**src/rtl/alu_multicycle_if.sv**
```systemverilog
// Valid/ready operation and result bundle between the ID/EXE register
// stage and the multicycle EXE ALU.
interface alu_multicycle_if #(
  parameter int N = 32
);
  logic         in_valid;
  logic         in_ready;
  logic [N-1:0] a;
  logic [N-1:0] b;
  logic         carryIn;
  logic [3:0]   EXE_CMD;
  logic         out_valid;
  logic         out_ready;
  logic [N-1:0] out;
  logic [3:0]   status;
  logic         busy;

  modport master (
    output in_valid, a, b, carryIn, EXE_CMD, out_ready,
    input  in_ready, out_valid, out, status, busy
  );

  modport slave (
    input  in_valid, a, b, carryIn, EXE_CMD, out_ready,
    output in_ready, out_valid, out, status, busy
  );
endinterface

```
**src/rtl/alu_multicycle.sv**
```systemverilog
// Registered EXE-stage ALU: nine single-cycle EXE_CMD operations with NZCV
// status plus an iterative shift-add unsigned multiplier (MUL / UMULH).
module alu_multicycle #(
  parameter int N      = 32,
  parameter bit MUL_EN = 1'b1
) (
  input logic            clk,
  input logic            rst,
  alu_multicycle_if.slave bus
);
  localparam int CW = $clog2(N) + 1;

  localparam logic [3:0] CMD_MOV   = 4'b0001;
  localparam logic [3:0] CMD_ADD   = 4'b0010;
  localparam logic [3:0] CMD_ADC   = 4'b0011;
  localparam logic [3:0] CMD_SUB   = 4'b0100;
  localparam logic [3:0] CMD_SBC   = 4'b0101;
  localparam logic [3:0] CMD_AND   = 4'b0110;
  localparam logic [3:0] CMD_ORR   = 4'b0111;
  localparam logic [3:0] CMD_EOR   = 4'b1000;
  localparam logic [3:0] CMD_MVN   = 4'b1001;
  localparam logic [3:0] CMD_MUL   = 4'b1010;
  localparam logic [3:0] CMD_UMULH = 4'b1011;

  typedef enum logic [0:0] {
    IDLE = 1'b0,
    MUL  = 1'b1
  } state_t;

  state_t           state_r;
  logic [N-1:0]     out_r;
  logic [3:0]       status_r;
  logic             out_valid_r;
  logic             busy_r;
  logic [2*N-1:0]   acc_r;
  logic [N-1:0]     mcand_r;
  logic [N-1:0]     mplier_r;
  logic [CW-1:0]    cnt_r;
  logic             high_r;

  logic             in_ready_s;
  logic             accept_s;
  logic             start_mul_s;
  logic [N:0]       wide_s;
  logic [N-1:0]     alu_out_s;
  logic             c_s;
  logic             v_s;
  logic [3:0]       alu_status_s;
  logic [N:0]       step_sum_s;
  logic [2*N-1:0]   acc_next_s;
  logic [N-1:0]     mul_out_s;

  assign in_ready_s  = (state_r == IDLE) && (!out_valid_r || bus.out_ready);
  assign accept_s    = bus.in_valid && in_ready_s;
  assign start_mul_s = (MUL_EN == 1'b1) &&
                       ((bus.EXE_CMD == CMD_MUL) || (bus.EXE_CMD == CMD_UMULH));

  assign bus.in_ready  = in_ready_s;
  assign bus.out_valid = out_valid_r;
  assign bus.out       = out_r;
  assign bus.status    = status_r;
  assign bus.busy      = busy_r;

  // Single-cycle result and flags; arithmetic runs in N+1 bits so bit N is C.
  always_comb begin
    wide_s    = {(N+1){1'b0}};
    alu_out_s = {N{1'b0}};
    c_s       = 1'b0;
    v_s       = 1'b0;
    case (bus.EXE_CMD)
      CMD_MOV: alu_out_s = bus.b;
      CMD_MVN: alu_out_s = ~bus.b;
      CMD_ADD, CMD_ADC: begin
        if (bus.EXE_CMD == CMD_ADC) begin
          wide_s = {1'b0, bus.a} + {1'b0, bus.b} + {{N{1'b0}}, bus.carryIn};
        end else begin
          wide_s = {1'b0, bus.a} + {1'b0, bus.b};
        end
        alu_out_s = wide_s[N-1:0];
        c_s       = wide_s[N];
        v_s       = (bus.a[N-1] == bus.b[N-1]) && (wide_s[N-1] != bus.a[N-1]);
      end
      CMD_SUB, CMD_SBC: begin
        if (bus.EXE_CMD == CMD_SBC) begin
          wide_s = {1'b0, bus.a} - {1'b0, bus.b} - {{N{1'b0}}, ~bus.carryIn};
        end else begin
          wide_s = {1'b0, bus.a} - {1'b0, bus.b};
        end
        alu_out_s = wide_s[N-1:0];
        c_s       = wide_s[N];
        v_s       = (bus.a[N-1] != bus.b[N-1]) && (wide_s[N-1] != bus.a[N-1]);
      end
      CMD_AND: alu_out_s = bus.a & bus.b;
      CMD_ORR: alu_out_s = bus.a | bus.b;
      CMD_EOR: alu_out_s = bus.a ^ bus.b;
      default: alu_out_s = {N{1'b0}};
    endcase
    alu_status_s = {alu_out_s[N-1], (alu_out_s == {N{1'b0}}), c_s, v_s};
  end

  // One shift-add step; the add carry becomes the new top accumulator bit.
  always_comb begin
    if (mplier_r[0]) begin
      step_sum_s = {1'b0, acc_r[2*N-1:N]} + {1'b0, mcand_r};
    end else begin
      step_sum_s = {1'b0, acc_r[2*N-1:N]};
    end
    acc_next_s = {step_sum_s, acc_r[N-1:1]};
    if (high_r) begin
      mul_out_s = acc_next_s[2*N-1:N];
    end else begin
      mul_out_s = acc_next_s[N-1:0];
    end
  end

  // Control FSM, multiplier datapath and registered result/status.
  always_ff @(posedge clk or posedge rst) begin
    if (rst) begin
      state_r     <= IDLE;
      out_r       <= {N{1'b0}};
      status_r    <= 4'b0000;
      out_valid_r <= 1'b0;
      busy_r      <= 1'b0;
      acc_r       <= {(2*N){1'b0}};
      mcand_r     <= {N{1'b0}};
      mplier_r    <= {N{1'b0}};
      cnt_r       <= {CW{1'b0}};
      high_r      <= 1'b0;
    end else begin
      case (state_r)
        IDLE: begin
          if (accept_s && start_mul_s) begin
            state_r     <= MUL;
            busy_r      <= 1'b1;
            out_valid_r <= 1'b0;
            acc_r       <= {(2*N){1'b0}};
            mcand_r     <= bus.a;
            mplier_r    <= bus.b;
            cnt_r       <= {CW{1'b0}};
            high_r      <= (bus.EXE_CMD == CMD_UMULH);
          end else if (accept_s) begin
            out_r       <= alu_out_s;
            status_r    <= alu_status_s;
            out_valid_r <= 1'b1;
          end else if (out_valid_r && bus.out_ready) begin
            out_valid_r <= 1'b0;
          end
        end
        MUL: begin
          acc_r    <= acc_next_s;
          mplier_r <= mplier_r >> 1;
          if (cnt_r == CW'(N - 1)) begin
            out_r       <= mul_out_s;
            status_r    <= {mul_out_s[N-1], (mul_out_s == {N{1'b0}}), 2'b00};
            out_valid_r <= 1'b1;
            busy_r      <= 1'b0;
            state_r     <= IDLE;
          end else begin
            cnt_r <= cnt_r + CW'(1);
          end
        end
        default: state_r <= IDLE;
      endcase
    end
  end
endmodule

```
**src/flat_wrapper.sv**
```systemverilog
// flat-port wrapper written by rule: the top's interface ports become plain ports
module alu_multicycle_flat 
#(
  parameter int N      = 32,
  parameter bit MUL_EN = 1'b1
)
  (clk, rst, bus_in_valid, bus_a, bus_b, bus_carryIn, bus_EXE_CMD, bus_out_ready, bus_in_ready, bus_out_valid, bus_out, bus_status, bus_busy);
  alu_multicycle_if #(.N(N)) bus_i ();
  input logic clk;
  input logic rst;
  input wire logic [$bits(bus_i.in_valid)-1:0] bus_in_valid;
  input wire logic [$bits(bus_i.a)-1:0] bus_a;
  input wire logic [$bits(bus_i.b)-1:0] bus_b;
  input wire logic [$bits(bus_i.carryIn)-1:0] bus_carryIn;
  input wire logic [$bits(bus_i.EXE_CMD)-1:0] bus_EXE_CMD;
  input wire logic [$bits(bus_i.out_ready)-1:0] bus_out_ready;
  output wire logic [$bits(bus_i.in_ready)-1:0] bus_in_ready;
  output wire logic [$bits(bus_i.out_valid)-1:0] bus_out_valid;
  output wire logic [$bits(bus_i.out)-1:0] bus_out;
  output wire logic [$bits(bus_i.status)-1:0] bus_status;
  output wire logic [$bits(bus_i.busy)-1:0] bus_busy;
  assign bus_i.in_valid = bus_in_valid;
  assign bus_i.a = bus_a;
  assign bus_i.b = bus_b;
  assign bus_i.carryIn = bus_carryIn;
  assign bus_i.EXE_CMD = bus_EXE_CMD;
  assign bus_i.out_ready = bus_out_ready;
  assign bus_in_ready = bus_i.in_ready;
  assign bus_out_valid = bus_i.out_valid;
  assign bus_out = bus_i.out;
  assign bus_status = bus_i.status;
  assign bus_busy = bus_i.busy;
  alu_multicycle #(.N(N), .MUL_EN(MUL_EN)) u_core (.clk(clk), .rst(rst), .bus(bus_i));
endmodule
```
**config.mk**
```make
export PLATFORM = sky130hd
export DESIGN_NAME = alu_multicycle_flat
export DESIGN_NICKNAME = d
export VERILOG_FILES = /design/src/rtl/alu_multicycle_if.sv /design/src/rtl/alu_multicycle.sv /design/src/flat_wrapper.sv
export SDC_FILE = /design/constraint.sdc
export NUM_CORES = 1
export LEC_CHECK = 0
export ABC_CLOCK_PERIOD_IN_PS = 5900
export CAP_MARGIN = 20
export CORE_UTILIZATION = 35
export CTS_CLUSTER_SIZE = 25
export DETAILED_ROUTE_END_ITERATION = 10
export DONT_BUFFER_PORTS = 1
export PLACE_DENSITY_LB_ADDON = 0.2
export SETUP_SLACK_MARGIN = 0.1
export SLEW_MARGIN = 10
export SYNTH_ARGS = -nofsm -noshare
export SYNTH_HDL_FRONTEND = slang
export SYNTH_SLANG_ARGS = --single-unit
```
**constraint.sdc**
```tcl
create_clock -name clk -period 5.9 [get_ports clk]
set_clock_uncertainty 0.1 [all_clocks]
set_input_delay 1.18 -clock clk [delete_from_list [all_inputs] [get_ports clk]]
set_output_delay 1.18 -clock clk [all_outputs]
set_load 0.005 [all_outputs]
```
==> results.cfg <==
[finish]
fin_nets = 2303
nFillCells = 4802
area_growth_pct = 9.44
diodes = 0
layoutNonFillerInstCount = 2714
drive_above_1_share_pct = 8.35

[synthesis]
synthTopCellsByCount = nand2_1, nor2_1, dfrtp_1
async_flop_share_pct = 100
yosysSeqAreaShare_pct = 25.8
synthDistinctLibCells = 90
syn-instance-count = 2110
synth_flop_cell = dfrtp_1
syn_area_um2 = 16700
synth_top_area_share_pct = 25.8
yosysMostFrequentCell = nand2_1
synth_edf_count = 0
syn_nets = 2319
synth_largest_area_cell = dfrtp_1
synth_area_leaders = dfrtp_1, ha_1, xnor2_1
syn_area_per_cell_um2 = 7.91
yosys_warnings = 0
ys_ff_latch = 172

[power]
power_density_nw_per_um2 = 421
irDropWorstVdd_mv = 0.221
power.leakage_nw = 8.05

[timing]
fin_crit_ns = 5.43
setup_viol = 0
drv_slew = 0
rsz0062_at_grt = no
final_hold_viol_count = 0
slew_headroom_pct = 41.4
finalCritPeriodShare_pct = 92.0
max_freq_mhz = 184
tightest_slew_ns = 0.873
fin_setup_tns_ns = 0

[critical_path]
crit_type = reg -> reg
cp_max_fo = 5
cp.arrival_ns = 5.75
ff2ff_path_depth = 18
crit_path_start_kind = flop
required_ns = 6.22
cp-end-kind = flop

[hold_path]
whs_path_depth = 2
hp-class = reg -> reg

[clocking]
ctsResizeCount = 0
cts_hold_buf = 0
path_clk_slew_ns = 0.07
htree_levels = 4
cts_tree = built
cts.path.max_buffers = 2
cts_sinks = 172
cts_buffers = 17
clockRootBuffer = clkbuf_16
clk_latency_ns = 0.51
post_cts_buffers = 0

[place]
portBuffers = 0
dp.cells = 2682
dp_hpwl_um = 48300
place.gp.congestion = 0.944

[job]
cap_violations = 0

[route]
drt-initial-drc-count = 1322
wl_per_cell_um = 22.9
drtPass1Iterations = 8
routed_wl_um = 62200
drc = 4
dr_total_vias = 15978
vias_per_cell = 5.89
final_antenna_net_count = 0

[floorplan]
num_rows = 79
initial_core_util_pct = 35.7
core_area_um2 = 46800
die_w_um = 220
ios = 112
die_area_um2 = 48600
die_h_um = 220

[global_routing]
antenna_found_initial = 3
groute.usage.overall_pct = 25.9
grt_max_degree = 108
grt_pass1_wl_um = 94300
grt_pass1_vias = 15186
overflow = 0

[run_status]
violations = DRC
outcome = finished with violations
==> logic make-up after synthesis <==
| family | synth area share [%] |
|---|---|
| compound gates | 24.6 |
| xor+xnor | 8.66 |
| fa+ha+maj | 10.3 |
| buf+inv | 6.09 |
| flops | 25.8 |
| mux | 4.22 |
| simple gates | 20.3 |
==> area by class of cell <==
| cell class | count | area (um2) | share of cell area [%] |
|---|---|---|---|
| clock buffers | 18 | 439 | 2.40 |
| inverters | 148 | 559 | 3.06 |
| multi-input cells | 1670 | 11400 | 62.4 |
| flip-flops and latches | 172 | 4310 | 23.6 |
| clock inverters | 14 | 140 | 0.767 |
| repair buffers | 85 | 663 | 3.63 |
| well taps | 607 | 759 | 4.16 |
==> stage by stage <==
step / total power [W] / setup slack [ns] / utilization (%) / hold WS [ns] / cell area [um2]
after floorplan: 0.00519 / 0.557 / - / 0.353 / 16700
after global placement: 0.00644 / 0.158 / 37.8 / 0.365 / 17700
after detailed placement: 0.00648 / 0.128 / 37.8 / 0.381 / 17700
after CTS: 0.00771 / 0.530 / 39.1 / 0.401 / 18300
after global routing: 0.00830 / 0.239 / 39.1 / 0.423 / 18300
final: 0.00769 / 0.470 / 39.1 / 0.397 / 18300
==> placed cells by master, fill, tap and decap left out, drive strengths merged, types with 19 or more instances in the layout <==
cell type and n:
nand2 229, nor2 187, dfrtp 172, inv 156, o21ai 149, ha 133
xnor2 111, a21oi 104, buf 85, mux2i 58, xor2 54, nand3 46
o22ai 40, nor3 37, nor2b 31, o221ai 30, nand4 28, a21o 27
a211oi 26, o211ai 22, nor4 22, o31ai 19
==> final timing paths <==
| check | start | endpoint | slack (ns) |
|---|---|---|---|
| max | u_core.acc_r[32] | u_core.bus.status[2] | 0.47 |
| min | u_core.mcand_r[11] | u_core.mcand_r[11] | 0.40 |
| max reg2reg | u_core.acc_r[32] | u_core.bus.status[2] | 0.47 |
| min reg2reg | u_core.mcand_r[11] | u_core.mcand_r[11] | 0.40 |
| max in group asynchronous | rst | u_core.state_r | 4.31 |
| min in group asynchronous | rst | u_core.acc_r[61] | 0.62 |
==> worst max-delay path: stages, from the launching register on <==
cell       delay, ns
dfrtp_1         0.47
ha_1            0.26
fa_1            0.42
a21o_1          0.18
a21o_1          0.22
a211oi_1        0.58
a2bb2oi_1       0.29
buf_4           0.22
o221ai_1        0.15
a211o_1         0.29
a22oi_1         0.25
a21oi_1         0.20
a2111oi_0       0.49
buf_4           0.21
nand4b_1        0.09
or4_1           0.43
nor4_1          0.19
nand3_1         0.15
o211ai_2        0.16
==> per-layer routing <==
layer / global-route usage [%] / up-vias / part of all wire, %
li1: - / 7595 / -
met1: 35.8 / 7812 / 46
met2: 41.6 / 512 / 46
met3: 4.71 / 59 / 6.2
met4: 6.14 / 0 / 1.7
met5: 0 / - / 0
==> registers in the layout (all words and copies together) (netlist names) <==
signal,cells
u_core.acc_r,63
u_core.bus.busy,1
u_core.bus.out,32
u_core.bus.out_valid,1
u_core.bus.status,3
u_core.cnt_r,6
u_core.high_r,1
u_core.mcand_r,32
u_core.mplier_r,32
u_core.state_r,1
==> power by group <==
part	leakage (nW)	switching (W)	internal [W]
Combinational	5.63	0.00262	0.00171
Sequential	2.13	0.000493	0.00168
Clock	0.286	0.000611	0.000574
No activity file was read; power rests on OpenSTA's default activity.
